--- src/rtl/pipelined_csel_adder.sv ---
// Carry-select adder split into pipeline stages of PIPE_SEGS segments, with valid/ready handshake.
// Optional subtract mode under `ifdef CSEL_ADDER_SUB_EN (adds input sub: a + ~b + 1, ci ignored).
module pipelined_csel_adder #(
  parameter int WIDTH     = 32,
  parameter int SEG_W     = 4,
  parameter int PIPE_SEGS = 2
) (
  input  logic             clk,
  input  logic             rst_n,
  input  logic             in_valid,
  output logic             in_ready,
  input  logic [WIDTH-1:0] a,
  input  logic [WIDTH-1:0] b,
  input  logic             ci,
`ifdef CSEL_ADDER_SUB_EN
  input  logic             sub,
`endif
  output logic             out_valid,
  input  logic             out_ready,
  output logic [WIDTH-1:0] s,
  output logic             co
);
  localparam int NSEG = WIDTH / SEG_W;
  localparam int NSTG = (NSEG + PIPE_SEGS - 1) / PIPE_SEGS;

  logic             stall;
  logic [WIDTH-1:0] b_eff;
  logic             c_eff;

`ifdef CSEL_ADDER_SUB_EN
  assign b_eff = sub ? ~b : b;
  assign c_eff = sub | ci;
`else
  assign b_eff = b;
  assign c_eff = ci;
`endif

  // Flattened lookahead: each carry is a sum of generate terms, not a ripple chain.
  function automatic logic [SEG_W:0] cla_seg(input logic [SEG_W-1:0] x, y, input logic cin);
    logic [SEG_W-1:0] gen, prp;
    logic [SEG_W:0]   c;
    logic             t;
    gen  = x & y;
    prp  = x ^ y;
    c    = '0;
    c[0] = cin;
    for (int i = 0; i < SEG_W; i++) begin
      t = cin;
      for (int j = 0; j <= i; j++) t = t & prp[j];
      c[i+1] = t;
      for (int j = 0; j <= i; j++) begin
        t = gen[j];
        for (int m = j + 1; m <= i; m++) t = t & prp[m];
        c[i+1] = c[i+1] | t;
      end
    end
    return {c[SEG_W], prp ^ c[SEG_W-1:0]};
  endfunction

  function automatic logic [SEG_W:0] csel_seg(input logic [SEG_W-1:0] x, y, input logic cin);
    logic [SEG_W:0] r0, r1;
    r0 = {1'b0, x} + {1'b0, y};
    r1 = {1'b0, x} + {1'b0, y} + {{SEG_W{1'b0}}, 1'b1};
    return {r0[SEG_W] | (cin & r1[SEG_W]), cin ? r1[SEG_W-1:0] : r0[SEG_W-1:0]};
  endfunction

  for (genvar k = 0; k < NSTG; k++) begin : g_stg
    localparam int LO = k * PIPE_SEGS;
    localparam int HI = ((k + 1) * PIPE_SEGS < NSEG) ? (k + 1) * PIPE_SEGS : NSEG;
    localparam int RW = WIDTH - LO * SEG_W;  // operand bits still unresolved entering this stage
    localparam int NW = (HI - LO) * SEG_W;   // sum bits resolved in this stage

    logic [RW-1:0]       a_i, b_i;
    logic                c_i, v_i;
    logic [NW-1:0]       ns;
    logic [SEG_W:0]      r;
    logic                c_o;
    logic [HI*SEG_W-1:0] s_d, s_q;
    logic                c_q, v_q;

    if (k == 0) begin : g_src
      assign a_i = a;
      assign b_i = b_eff;
      assign c_i = c_eff;
      assign v_i = in_valid;
      assign s_d = ns;
    end else begin : g_src
      assign a_i = g_stg[k-1].g_op.a_q;
      assign b_i = g_stg[k-1].g_op.b_q;
      assign c_i = g_stg[k-1].c_q;
      assign v_i = g_stg[k-1].v_q;
      assign s_d = {ns, g_stg[k-1].s_q};
    end

    always_comb begin
      ns  = '0;
      r   = '0;
      c_o = c_i;
      for (int g = LO; g < HI; g++) begin
        if (g == 0) r = cla_seg(a_i[(g-LO)*SEG_W +: SEG_W], b_i[(g-LO)*SEG_W +: SEG_W], c_o);
        else        r = csel_seg(a_i[(g-LO)*SEG_W +: SEG_W], b_i[(g-LO)*SEG_W +: SEG_W], c_o);
        ns[(g-LO)*SEG_W +: SEG_W] = r[SEG_W-1:0];
        c_o = r[SEG_W];
      end
    end

    always_ff @(posedge clk or negedge rst_n) begin
      if (!rst_n) begin
        v_q <= 1'b0;
        c_q <= 1'b0;
        s_q <= '0;
      end else if (!stall) begin
        v_q <= v_i;
        c_q <= c_o;
        s_q <= s_d;
      end
    end

    // Skew registers: only the operand slices later stages still need.
    if (k < NSTG - 1) begin : g_op
      logic [RW-NW-1:0] a_q, b_q;
      always_ff @(posedge clk or negedge rst_n) begin
        if (!rst_n) begin
          a_q <= '0;
          b_q <= '0;
        end else if (!stall) begin
          a_q <= a_i[RW-1:NW];
          b_q <= b_i[RW-1:NW];
        end
      end
    end
  end

  assign s         = g_stg[NSTG-1].s_q;
  assign co        = g_stg[NSTG-1].c_q;
  assign out_valid = g_stg[NSTG-1].v_q;
  assign stall     = out_valid & ~out_ready;
  assign in_ready  = ~stall;
endmodule

--- config.mk ---
export PLATFORM = sky130hd
export DESIGN_NAME = pipelined_csel_adder
export DESIGN_NICKNAME = d
export VERILOG_FILES = /design/src/rtl/pipelined_csel_adder.sv
export SDC_FILE = /design/constraint.sdc
export NUM_CORES = 1
export LEC_CHECK = 0
export BUFFER_PORTS_ARGS = -buffer_cell sky130_fd_sc_hd__buf_2
export CORE_ASPECT_RATIO = 0.6
export CORE_MARGIN = 8
export CORE_UTILIZATION = 35
export CTS_CLUSTER_DIAMETER = 50
export CTS_CLUSTER_SIZE = 25
export DETAILED_ROUTE_END_ITERATION = 10
export GPL_ROUTABILITY_DRIVEN = 0
export SYNTH_ARGS = -nofsm -noshare
export SYNTH_HDL_FRONTEND = slang
export SYNTH_SLANG_ARGS = --single-unit
--- constraint.sdc ---
create_clock -name clk -period 2.4 [get_ports clk]
set_input_delay 0.36 -clock clk [delete_from_list [all_inputs] [get_ports clk]]
set_output_delay 0.36 -clock clk [all_outputs]
set_load 0.05 [all_outputs]
==> run metrics, run 1 <==
Initial Utilization 35.8%; status finished with violations; share of the synthesized area in the top cell type 55.4%; Post-DP HPWL 12500 um; vias 6117; DRT antenna net count 0; wire length per cell roughly 14 um; Period Utilization, post-route 101%; largest net degree at the start of global routing between 100 and 150; maxcap violations 0; CTS buffer count 17; maximum vdd ir drop a little over 0.0005 V; final worst slack -0.0197 ns; yosys warns 0; synthesized area per cell 9.13 um2; drt via density ~4.6; min Tclk post-route about 2.4 ns; startpoint types flip-flop; first-pass GRT wire length 30900 um; Net Count, Synth 1028; worst-skew pair later-pin latency 0.43 ns; Final Routed Wirelength 18200 um; Die X 215 um; Peak Freq 413 MHz; DRC viols 0; cells after synthesis 911; Overflow after GRT 0; Power Density 1470 mW/mm2; Die Footprint about 0.029 mm2; Die H 135 um; EDFF count, synth 0; endpoints failing setup 2; Top FF cell, synth dfrtp_1; clk sinks about 180; CTS max path bufs 2; clk root buf clkbuf_16; Final Max Slew Viols 0; Seq/Total Area, Yosys 55.4%; count leader, synth nand2_1; Worst slew margin between 60 and 70%; final hold viol count 0; Top Ports 104; Critical Path RT roughly 2.7 ns; core area 0.0232 mm2; initial DRC count ~330; antenna violations before repair 0; Reg clk slew, reported paths 0.07 ns; clock skew 0.00829 ns; failing checks negative setup slack; worst slew pin tran 0.461 ns; final net count between 1000 and 1500; number of global-route vias before repair a little over 6000; Worst Setup Path Type flip-flop to flip-flop; Leak 5.20 nW; CTS tree yes; n_diodes 0; Hold WS 0.118 ns; GRT Overall Usage roughly an eighth; RSZ-0062 raised after global routing true; Synth async-reset ratio 100%; fraction of layout cells with a size suffix above 1 16.6%; area grow syn2layout 19.4%; port bufs 103; H-tree levels 4; Cell variety after synth 42; Syn Std Cell Area between 0.008 and 0.009 mm2; drt pass-1 iters 4; Synth Register Bits between 150 and 200; top cells by area, synth dfrtp_1 55%, nand2_1 21%, ha_1 6.0%, fa_1 1.9%, a21oi_1 1.8%; row cnt 43; Critical Path End Type flip-flop; hold crit path type primary input to flip-flop; post-layout util 42.8%; crit path DAT approximately 2.7 ns; list of most frequent post-synthesis cells 468 x nand2_1, 184 x dfrtp_1, 40 x ha_1; crit-path max FO 5; top cell type by total area after synthesis dfrtp_1
-- metrics by stage --
stage	instances	TNS [ns]	power, mW	worst slack, ns	cell area, um2
4_1_cts	1333	0	14.6	0.000583	9880
3_3_place_gp	1299	0	11.5	0.0148	9250
2_1_floorplan	911	0	9.98	0.121	8310
5_1_grt	1336	-0.478	15.8	-0.147	9920
3_5_place_dp	1299	-0.0835	11.6	-0.0446	9250
6_report	1336	-0.0273	14.6	-0.0197	9920
-- cells in the final DEF, fill, tap and decap left out, types with 11 or more instances in the layout --
master     Yosys  final
a21oi_1       30     30
o21ai_0       14     13
nand2_1      468    467
dfrtp_1      184    184
buf_2          0    102
a21o_1        13     13
clkbuf_16      0     17
ha_1          40     38
xor2_1        13     13
nor2_1        18     18
xnor2_1       17     16
buf_4          0     11
-- flip-flops by register name (all words and copies together), names as in the netlist --
| name | flops |
|---|---|
| g_stg.g_op.a_q | 48 |
| g_stg.g_op.b_q | 48 |
| g_stg.s_q | 48 |
| s | 32 |
| g_stg.c_q | 3 |
| g_stg.v_q | 3 |
| co | 1 |
| out_valid | 1 |
-- timing repair --
action / in CTS / in global routing
setup endpoints to repair: 4 / 7
setup buffers: 1 / 3
hold endpoints to repair: 47 / 0
pin swaps: 2 / 8
hold buffers: 1 / 0
gates resized for setup: 3 / 6
-- kinds of logic after synthesis --
kind of cell               after synthesis  share of synthesized area, %
xor gates and xnor gates                31                          3.36
DFF                                    184                          55.4
buffers and inverters                   44                          2.00
and+or+nand+nor                        511                          23.8
adders and majority gates               48                          7.95
AOI/OAI and AO/OA                       86                          6.64
muxes                                    7                         0.843
-- routing by layer --
layer | GRT usage [%] | routed length (um) | up-vias
met3 | 4.08 | 861 | 15
met2 | 19.4 | 7790 | 103
met1 | 18.0 | 9330 | 2885
met4 | 3.41 | 183 | 0
li1 | - | - | 3114
met5 | 0 | 0 | -
-- power breakdown --
| group | switching, mW | internal, mW |
|---|---|---|
| sequential | 0.816 | 4.47 |
| clock | 1.25 | 1.60 |
| combinational | 4.04 | 2.39 |
-- final timing paths --
check	to	cells after the start	slack, ns	startpoint
worst max-delay path	s[29]	8	-0.02	g_stg[2].g_op.b_q[0]
worst min-delay path	g_stg[0].g_op.b_q[5]	3	0.12	b[13]
worst max register to register	s[29]	8	-0.02	g_stg[2].g_op.b_q[0]
worst min register to register	s[7]	2	0.46	s[7]
max in group asynchronous	g_stg[0].g_op.a_q[10]	3	1.31	rst_n
min in group asynchronous	s[2]	2	0.45	rst_n
-- layout make-up --
cell class                      count  area (um2)
Sequential cell                   184        4600
Timing Repair Buffer              121         737
Clock buffer                       19         453
Tap cell                          315         394
Inverter                            1        8.76
Fill cell                        2313       13300
Clock inverter                     13         144
Multi-Input combinational cell    683        3580
-- critical path, stage by stage (launching register included) --
cell and delay (ns):
dfrtp_1 0.39, ha_2 0.20, fa_1 0.54, ha_2 0.21, nand2_4 0.07, a311oi_2 0.33, o22a_2 0.27, mux2i_1 0.21
o21ai_1 0.07
No activity file was read; power rests on OpenSTA's default activity.
==> run 2, diff against run 1 <==
Settings changed: ABC_AREA set to 1.
==> run 2 against run 1 <==
The run now ends clean; register-to-register slack better by 0.37 ns; via count rose by 9.2%; worst setup slack improved by 0.37 ns; die area is 5.2% higher; worst hold slack got worse by 0.0014 ns; sequential cell count did not move; synthesized cell count increased by 14%; sequential power is 2% lower; first-iteration DRC count increased by 37%; critical path type unchanged; critical endpoint is now s[31].
==> run metrics, run 2 <==
Top FF cell, synth dfrtp_1 (unchanged); Die X 221 um (was 215 um); clock skew 0.0112 ns (was 0.00829 ns); list of most frequent post-synthesis cells 485 x nand2_1, 184 x dfrtp_1, 70 x inv_1 (was 468 x nand2_1, 184 x dfrtp_1, 40 x ha_1); DRT antenna net count 0 (unchanged); core area 0.0250 mm2 (was 0.0232 mm2); synthesized area per cell 8.45 um2 (was 9.13 um2); internal power 8.23 mW (was 8.46 mW); CP Cell Sequence ha_1 -> fa_1 -> ha_1 -> nand2_1 -> nor2_4 -> nand3_4 -> nand2_4 -> nand2_1 -> nand2_1 -> nand2_1 -> nand2_1 (was ha_2 -> fa_1 -> ha_2 -> nand2_4 -> a311oi_2 -> o22a_2 -> mux2i_1 -> o21ai_1); hold crit path type primary input to flip-flop (unchanged); drt pass-1 iters 5 (was 4); share of the synthesized area in the top cell type 52.4% (was 55.4%); Combinational Power Share 46.7% (was 44.2%); Sequential Power Share 34.7% (was 36.3%); worst slew pin tran 0.849 ns (was 0.461 ns); Top Ports 104 (unchanged); Slowest cell on crit path fa_1 (unchanged); Power Density 1460 mW/mm2 (was 1470 mW/mm2); Cell variety after synth 31 (was 42); n_diodes 0 (unchanged); Top delay family on crit path adder cells (unchanged); yosys warns 0 (unchanged); Synth async-reset ratio 100% (unchanged); cells after synthesis 1040 (was 911); Net Count, Synth 1157 (was 1028); max incr delay on CP 0.54 ns (about the same); post-CTS setup buffers 0 (was 1); biggest regs g_stg.g_op.a_q (48), g_stg.g_op.b_q (48), g_stg.s_q (48) (unchanged); Worst slew margin 43.4% (was 69.3%); CTS buffer count 17 (unchanged); maximum vdd ir drop 0.000553 V (was 0.000512 V); RSZ-0062 raised after global routing false (was true); count leader, synth nand2_1 (unchanged); crit path DAT 2.42 ns (was 2.73 ns); top cell type by total area after synthesis dfrtp_1 (unchanged); CTS tree yes (unchanged); CTS Hold Bufs 1 (unchanged); worst-skew pair later-pin latency 0.43 ns (about the same); buffers plus inverters on the worst setup path 0 (unchanged); Worst Setup Path Type flip-flop to flip-flop (unchanged); most common library cell in the layout ignoring fill and taps nand2_1 (unchanged); post-layout util 41.1% (was 42.8%); Setup TNS 0 ns (was -0.0273 ns); Overflow after GRT 0 (unchanged); Post-CTS Resized 0 (was 3); H-tree levels 4 (unchanged); Syn Std Cell Area 0.00879 mm2 (was 0.00831 mm2); drt via density 4.53 (was 4.58); fraction of layout cells with a size suffix above 1 14.8% (was 16.6%); row cnt 45 (was 43); final net count 1250 (was 1125); min Tclk post-route 2.05 ns (was 2.42 ns); Final Routed Wirelength 20400 um (was 18200 um); Initial Utilization 35.2% (was 35.8%); top cells by area, synth dfrtp_1 52%, nand2_1 21%, ha_1 5.7%, o21ai_0 3.4%, nand3_1 3.0% (was dfrtp_1 55%, nand2_1 21%, ha_1 6.0%, fa_1 1.9%, a21oi_1 1.8%); wire length per cell 13.8 um (was 13.6 um); CTS max path bufs 2 (unchanged); Die H 139 um (was 135 um); Die Footprint 0.0306 mm2 (was 0.0291 mm2); clk root buf clkbuf_16 (unchanged); cell mode on critical path nand2_1 (was ha_2); status completed (was finished with violations); Leak 5.43 nW (was 5.20 nW); Peak Freq 487 MHz (was 413 MHz); startpoint types flip-flop (unchanged); Clk pwr share 18.6% (was 19.6%); Period Utilization, post-route 85.6% (was 101%); endpoints failing setup 0 (was 2); final hold viol count 0 (unchanged); most frequent cells in the layout 485 x nand2_1, 184 x dfrtp_1, 102 x buf_2 (was 467 x nand2_1, 184 x dfrtp_1, 102 x buf_2); GRT Overall Usage 14.1% (was 13.0%); Synth Register Bits 184 (unchanged); number of global-route vias before repair 6637 (was 6098); antenna violations before repair 0 (unchanged); P_sw 6.77 mW (was 6.11 mW); Post-DP HPWL 14500 um (was 12500 um); crit-path max FO 5 (unchanged); Fillers 2592 (was 2313); initial DRC count 449 (was 328); port bufs 103 (unchanged); Sw Share 45.1% (was 41.9%); maxcap violations 0 (unchanged); area grow syn2layout 16.9% (was 19.4%); Critical Path End Type flip-flop (unchanged); Final Max Slew Viols 0 (unchanged); first-pass GRT wire length 34800 um (was 30900 um); Critical Path RT 2.76 ns (was 2.71 ns); EDFF count, synth 0 (unchanged); DRC viols 0 (unchanged); Reg clk slew, reported paths 0.08 ns (was 0.07 ns); clk sinks 184 (unchanged); Seq/Total Area, Yosys 52.4% (was 55.4%); largest net degree at the start of global routing 188 (was 105); vias 6680 (was 6117)
-- run 2: layer usage --
layer	global-route usage [%]	share of wire, %
met1	23.6	59
met2	17.4	37
met3	3.59	3.2
met4	2.45	0.50
met5	0	0
-- run 2: worst paths after layout --
| kind | slack (ns) | startpoint | cells after the start | to |
|---|---|---|---|---|
| worst min-delay path | 0.12 | b[21] | 3 | g_stg[0].g_op.b_q[13] |
| worst max register to register | 0.35 | g_stg[2].g_op.a_q[0] | 11 | s[31] |
| min in group asynchronous | 0.48 | rst_n | 2 | g_stg[0].s_q[3] |
| max in group asynchronous | 1.28 | rst_n | 3 | g_stg[0].g_op.a_q[1] |
| worst min register to register | 0.46 | g_stg[2].v_q | 2 | out_valid |
| worst max-delay path | 0.35 | g_stg[2].g_op.a_q[0] | 11 | s[31] |
-- run 2: through the flow --
stage                     cell area [um2]  cells  setup slack (ns)  total power [mW]  hold WS, ns
after floorplan                      8790   1040             0.491              10.5       0.0644
after global placement               9680   1442             0.418              12.2        0.388
after detailed placement             9680   1442             0.354              12.3        0.383
after CTS                           10300   1474             0.338              15.2       0.0907
after global routing                10300   1474             0.163              16.4        0.101
final                               10300   1474             0.347              15.0        0.116
-- run 2: power by group through the flow --
stage | clock network [mW] | registers (mW) | logic (mW)
5_1_grt | 3.01 | 5.38 | 8.01
3_3_place_gp | 0 | 5.22 | 6.96
4_1_cts | 2.89 | 5.21 | 7.09
6_report | 2.80 | 5.20 | 7.01
3_5_place_dp | 0 | 5.26 | 7.04
2_1_floorplan | 0 | 6.05 | 4.44
-- run 2: layout make-up --
class,count,area [um2],area share [%]
inverter,73,277,2.69
multi-input combinational,744,3720,36.2
sequential,184,4600,44.8
clock buffer,17,425,4.14
tap,329,412,4.01
timing repair buffer,113,677,6.59
clock inverter,14,161,1.57
-- run 2: kinds of logic (layout without fill, tap and decap cells) --
logic type	after synthesis	after routing	share of synthesized area, %
DFF	184	184	52.4
buffers and inverters	112	217	5.34
xor gates and xnor gates	6	6	0.598
AOI/OAI and AO/OA	89	89	5.49
adders and majority gates	48	48	7.51
and+or+nand+nor	601	601	28.7
-- run 2: worst reg2reg max path, cell delays in order (launching register included) --
cell	delay, ns
dfrtp_1	0.39
ha_1	0.23
fa_1	0.54
ha_1	0.16
nand2_1	0.09
nor2_4	0.15
nand3_4	0.11
nand2_4	0.10
nand2_1	0.06
nand2_1	0.05
nand2_1	0.04
nand2_1	0.06
